### src/rtl/stage8_pkg.sv
// Shared types and defaults for the stage-8 window sequencer.
// Holds the controller state encoding and the default feature-map geometry.
package stage8_pkg;

   localparam int FMAP_W_DEF = 8;
   localparam int FMAP_H_DEF = 8;
   localparam int KERNEL_DEF = 3;

   typedef enum logic [1:0] {
      ST_IDLE   = 2'd0,
      ST_STREAM = 2'd1,
      ST_FLUSH  = 2'd2,
      ST_DONE   = 2'd3
   } state_e;

   typedef logic [$clog2(FMAP_W_DEF)-1:0] win_col_t;
   typedef logic [$clog2(FMAP_H_DEF)-1:0] win_row_t;

endpackage

### src/rtl/stage8_window_ctrl_pos_cnt.sv
// Row/column position of the next pixel to be accepted into the line buffer.
// Advances only on accepted pixels; flags the final pixel of the map.
module stage8_pos_cnt
   import stage8_pkg::*;
#(
   parameter int FMAP_W = FMAP_W_DEF,
   parameter int FMAP_H = FMAP_H_DEF,
   parameter int CW     = $clog2(FMAP_W),
   parameter int RW     = $clog2(FMAP_H)
) (
   input  logic          clk,
   input  logic          rst,
   input  logic          clr,
   input  logic          en,
   output logic [CW-1:0] col,
   output logic [RW-1:0] row,
   output logic          last
);

   logic [CW-1:0] col_d, col_q;
   logic [RW-1:0] row_d, row_q;

   // next position: clear on map start, advance with wrap on each accept
   always_comb begin
      col_d = col_q;
      row_d = row_q;
      if (clr) begin
         col_d = {CW{1'b0}};
         row_d = {RW{1'b0}};
      end else if (en) begin
         if (col_q == CW'(FMAP_W - 1)) begin
            col_d = {CW{1'b0}};
            if (row_q == RW'(FMAP_H - 1)) begin
               row_d = {RW{1'b0}};
            end else begin
               row_d = row_q + RW'(1);
            end
         end else begin
            col_d = col_q + CW'(1);
            row_d = row_q;
         end
      end else begin
         col_d = col_q;
         row_d = row_q;
      end
   end

   // position registers
   always_ff @(posedge clk or posedge rst) begin
      if (rst) begin
         col_q <= {CW{1'b0}};
         row_q <= {RW{1'b0}};
      end else begin
         col_q <= col_d;
         row_q <= row_d;
      end
   end

   assign col  = col_q;
   assign row  = row_q;
   assign last = (col_q == CW'(FMAP_W - 1)) && (row_q == RW'(FMAP_H - 1));

endmodule

### src/rtl/stage8_window_ctrl.sv
// Stage-8 line-buffer sequencer: gates shifting on accepted pixels and
// presents each complete KxK window position to the convolution PE.
module stage8_window_ctrl
   import stage8_pkg::*;
#(
   parameter int FMAP_W = FMAP_W_DEF,
   parameter int FMAP_H = FMAP_H_DEF,
   parameter int KERNEL = KERNEL_DEF,
   parameter int CW     = $clog2(FMAP_W),
   parameter int RW     = $clog2(FMAP_H)
) (
   input  logic          clk,
   input  logic          rst,
   input  logic          start,
   input  logic          in_valid,
   output logic          in_ready,
   output logic          shift_en,
   output logic          win_valid,
   input  logic          win_ready,
   output logic [RW-1:0] win_row,
   output logic [CW-1:0] win_col,
   output logic          busy,
   output logic          done
);

   state_e        state_d, state_q;
   logic          win_valid_d, win_valid_q;
   logic [RW-1:0] win_row_d, win_row_q;
   logic [CW-1:0] win_col_d, win_col_q;
   logic          busy_d, busy_q;
   logic          done_d, done_q;

   logic          in_ready_s, shift_en_s, win_hit_s, clr_s, last_s;
   logic [CW-1:0] col_s;
   logic [RW-1:0] row_s;

   stage8_pos_cnt #(
      .FMAP_W (FMAP_W),
      .FMAP_H (FMAP_H),
      .CW     (CW),
      .RW     (RW)
   ) u_pos_cnt (
      .clk  (clk),
      .rst  (rst),
      .clr  (clr_s),
      .en   (shift_en_s),
      .col  (col_s),
      .row  (row_s),
      .last (last_s)
   );

   // handshake: a held window blocks the stream so no window is ever dropped
   always_comb begin
      in_ready_s = (state_q == ST_STREAM) && (!win_valid_q || win_ready);
      shift_en_s = in_valid && in_ready_s;
      win_hit_s  = shift_en_s && (row_s >= RW'(KERNEL - 1)) && (col_s >= CW'(KERNEL - 1));
   end

   // next-state and registered-output computation
   always_comb begin
      state_d     = state_q;
      win_valid_d = win_valid_q;
      win_row_d   = win_row_q;
      win_col_d   = win_col_q;
      busy_d      = busy_q;
      done_d      = 1'b0;
      clr_s       = 1'b0;
      case (state_q)
         ST_IDLE: begin
            if (start) begin
               state_d = ST_STREAM;
               busy_d  = 1'b1;
               clr_s   = 1'b1;
            end else begin
               state_d = ST_IDLE;
            end
         end
         ST_STREAM: begin
            if (win_hit_s) begin
               win_valid_d = 1'b1;
               win_row_d   = row_s - RW'(KERNEL - 1);
               win_col_d   = col_s - CW'(KERNEL - 1);
            end else if (win_ready) begin
               win_valid_d = 1'b0;
            end else begin
               win_valid_d = win_valid_q;
            end
            if (shift_en_s && last_s) begin
               state_d = ST_FLUSH;
            end else begin
               state_d = ST_STREAM;
            end
         end
         ST_FLUSH: begin
            if (!win_valid_q || win_ready) begin
               state_d     = ST_DONE;
               win_valid_d = 1'b0;
               busy_d      = 1'b0;
               done_d      = 1'b1;
            end else begin
               state_d = ST_FLUSH;
            end
         end
         ST_DONE: begin
            state_d = ST_IDLE;
         end
         default: begin
            state_d     = ST_IDLE;
            win_valid_d = 1'b0;
            busy_d      = 1'b0;
         end
      endcase
   end

   // controller state and registered outputs
   always_ff @(posedge clk or posedge rst) begin
      if (rst) begin
         state_q     <= ST_IDLE;
         win_valid_q <= 1'b0;
         win_row_q   <= {RW{1'b0}};
         win_col_q   <= {CW{1'b0}};
         busy_q      <= 1'b0;
         done_q      <= 1'b0;
      end else begin
         state_q     <= state_d;
         win_valid_q <= win_valid_d;
         win_row_q   <= win_row_d;
         win_col_q   <= win_col_d;
         busy_q      <= busy_d;
         done_q      <= done_d;
      end
   end

   assign in_ready  = in_ready_s;
   assign shift_en  = shift_en_s;
   assign win_valid = win_valid_q;
   assign win_row   = win_row_q;
   assign win_col   = win_col_q;
   assign busy      = busy_q;
   assign done      = done_q;

endmodule

### config.mk
export PLATFORM = sky130hd
export DESIGN_NAME = stage8_window_ctrl
export DESIGN_NICKNAME = d
export VERILOG_FILES = /design/src/rtl/stage8_pkg.sv /design/src/rtl/stage8_window_ctrl_pos_cnt.sv /design/src/rtl/stage8_window_ctrl.sv
export SDC_FILE = /design/constraint.sdc
export NUM_CORES = 1
export LEC_CHECK = 0
export CORE_ASPECT_RATIO = 1.1
export CORE_MARGIN = 2
export CORE_UTILIZATION = 40
export CTS_BUF_LIST = sky130_fd_sc_hd__clkbuf_16
export DETAILED_ROUTE_END_ITERATION = 8
export GPL_TIMING_DRIVEN = 1
export HOLD_SLACK_MARGIN = 0.15
export PLACE_DENSITY = 0.61
export REMOVE_ABC_BUFFERS = 1
export SYNTH_ARGS = -nofsm -noshare
export SYNTH_HDL_FRONTEND = slang
export SYNTH_SLANG_ARGS = --single-unit
### constraint.sdc
create_clock -name clk -period 3.9 [get_ports clk]
set_input_delay 0.78 -clock clk [delete_from_list [all_inputs] [get_ports clk]]
set_output_delay 0.78 -clock clk [all_outputs]
set_load 0.02 [all_outputs]
==> results.md <==
* Die Y at 54.63 µm
* Critical path arrival at 2310 ps
* Number of placement rows at 18
* Hold_ws at 488.1 ps
* Slew HR at 56.02%
* DR iter-0 viols at 3
* First-pass detailed-route iteration total at 3
* Via count of the first global-routing pass at 670
* CTS buffer count at 3
* ANT nets after route at 0
* Yosys reg bits at 17
* Hold_buf cts at 0
* Count of final max-slew check failures at 0
* Largest net degree at the start of global routing at 18
* CTS Root Cell: clkbuf_16
* Post-CTS resize count at 0
* Final WL at 1635 µm
* Layout cells sized above 1 at 15.53%
* Via count at 631
* Leakage Power at 0.5736 nW
* Post-DP HPWL at 1212 µm
* Worst-skew pair later-pin latency at 250 ps
* Post-synthesis sequential area ratio at 45.64%
* Top post-synthesis cells by area: dfrtp_1 (46%), ha_1 (11%), mux2_4 (6.4%)
* Sum Neg Setup Slack at 0 ps
* Measured slew at the worst slew-check pin at 658.9 ps
* GRT Overall Usage at 14.54%
* Achievable Freq at 0.3233 GHz
* I/O pin count at 16
* Synth warn at 0
* Multi-input gate area at 455.4 µm²
* Cell Area, Synth at 932.1 µm²
* CTS clk-pin slew, worst paths at 50 ps
* CP Class: input pin to primary output
* Post-CTS setup buffer count at 0
* Vias/cell at 4.744
* Starting Density at 41.81%
* H-tree depth at 1
* Tmin final at 3093 ps
* Average wire per standard cell at 12.29 µm
* # Max-Cap Violations at 0
* Clk_skew at 2.996 ps
* Commonest cells after routing, fill and taps aside: dfrtp_1 (17), clkdlybuf4s50_1 (15), nand2_1 (12)
* First-pass GRT wire length at 2822 µm
* CP required at 3120 ps
* Die area at 2733 µm²
* Startpoint Class: input pin
* Area leader, netlist: dfrtp_1
* GRT overflow at 0
* CTS tree: built
* Unrepaired setup endpoints after global routing: no
* Max clock buf depth at 2
* P&R area growth vs syn at 26.98%
* Sequential Area at 425.4 µm²
* Final setup violation count at 0
* Cell variety after synth at 23
* PortBufs at 15
* CTS Sinks at 17
* Worst min path class: flop to flop
* Die width at 50.03 µm
* Synth top area share at 45.64%
* Filler cells at 193
* Final RePlAce weighted congestion at 0.7258
* Crit. End Element: primary output
* Syn Inst Count at 85
* Synth Area per Inst at 10.97 µm²
* Final hold viol count at 0
* Diode count at 0
* Fin nets at 117
* CORE AREA at 2230 µm²
* DRC Markers at 0
* Status: complete, no violations
* Final worst-path cycle share at 79.32%
* Commonest non-fill, non-tap cell in the layout: dfrtp_1
* Pwr dens at 732.5 nW/µm²
* Worst-path fanout max at 11
* Antenna violations before repair at 0
* Max VDD drop at 0.3311 mV
-- flip-flops by register name, indices dropped and copies added (netlist names), named ones only --
signal and flops:
u_pos_cnt.row 3, win_valid 1, win_col 3, done 1
win_row 3, busy 1, u_pos_cnt.col 3, state_q 1
-- where the power goes --
group / total, mW / leakage (nW) / internal [mW] / switching (mW)
combinational: 0.377 / 0.328 / 0.194 / 0.184
sequential: 0.287 / 0.203 / 0.239 / 0.0480
clock: 0.202 / 0.0423 / 0.136 / 0.0663
-- worst paths after layout --
| check | start | to | slack (ps) | cells past startpoint |
|---|---|---|---|---|
| worst min-delay path | busy | busy | 490 | 2 |
| worst max register to register | u_pos_cnt.row[0] | win_col[1] | 2340 | 6 |
| min in group asynchronous | rst | u_pos_cnt.row[2] | 920 | 2 |
| worst min register to register | busy | busy | 490 | 2 |
| max in group asynchronous | rst | win_row[2] | 2550 | 2 |
| worst max-delay path | win_ready | shift_en | 810 | 5 |
-- kinds of logic (layout without fill, tap and decap cells) --
group                      count (synthesis)  after routing  share of synthesized area, %
DFF                                       17             17                         45.64
buffers and inverters                     10             28                         5.503
muxes                                      5              5                         7.517
AOI/OAI and AO/OA                         12             12                         10.07
and+or+nand+nor                           33             33                         20.54
adders and majority gates                  8              8                         10.74
-- per-layer routing --
| metal | up-vias | share of wire [%] | global-route usage (%) |
|---|---|---|---|
| met5 | - | 0 | 0 |
| met4 | 0 | 2.6 | 9.722 |
| met3 | 5 | 4.8 | 3.825 |
| met2 | 18 | 45 | 24.12 |
| met1 | 289 | 47 | 16.75 |
| li1 | 319 | - | - |
-- stage by stage --
step	instances	setup slack, ps	area (µm²)	total power [mW]	utilization (%)
finish	133	806.6	1184	0.8670	53.09
global route	133	706.5	1184	0.9262	53.09
CTS	133	797.0	1184	0.8788	53.09
detailed placement	129	799.8	1105	0.6712	49.55
global placement	129	827.0	1105	0.6651	49.55
floorplan	84	1930	917.1	0.5459	-
-- cells in the mapped netlist --
cell       n
o21ai_0    2
nor2b_4    1
and2_4     1
o31ai_2    2
dfrtp_1   17
nand2_1   12
and2_2     1
nand2_4    1
nor2_1     3
buf_8      1
a31oi_1    2
ha_1       8
and2_1     2
inv_1      8
or3_1      2
a21oi_1    5
nand3_1    4
a22oi_4    1
mux2i_1    1
inv_4      1
nand3_4    1
nand2b_1   5
mux2_4     4
-- area by class of cell --
type                       instances  share of cell area, %
inverter                           9                  3.066
tap                               30                  3.171
clock inverter                     1                 0.3171
clock buffer                       3                  6.342
sequential                        17                  35.94
multi-input combinational         58                  38.48
timing repair buffer              15                  12.68
-- worst max-delay path, cell delays in order --
cell and delay [ps]:
clkdlybuf4s50_1 460, nand2b_1 190, nand3_4 130, inv_4 140
clkdlybuf4s50_1 620
Note: power is estimated with default switching activity, not from simulation.
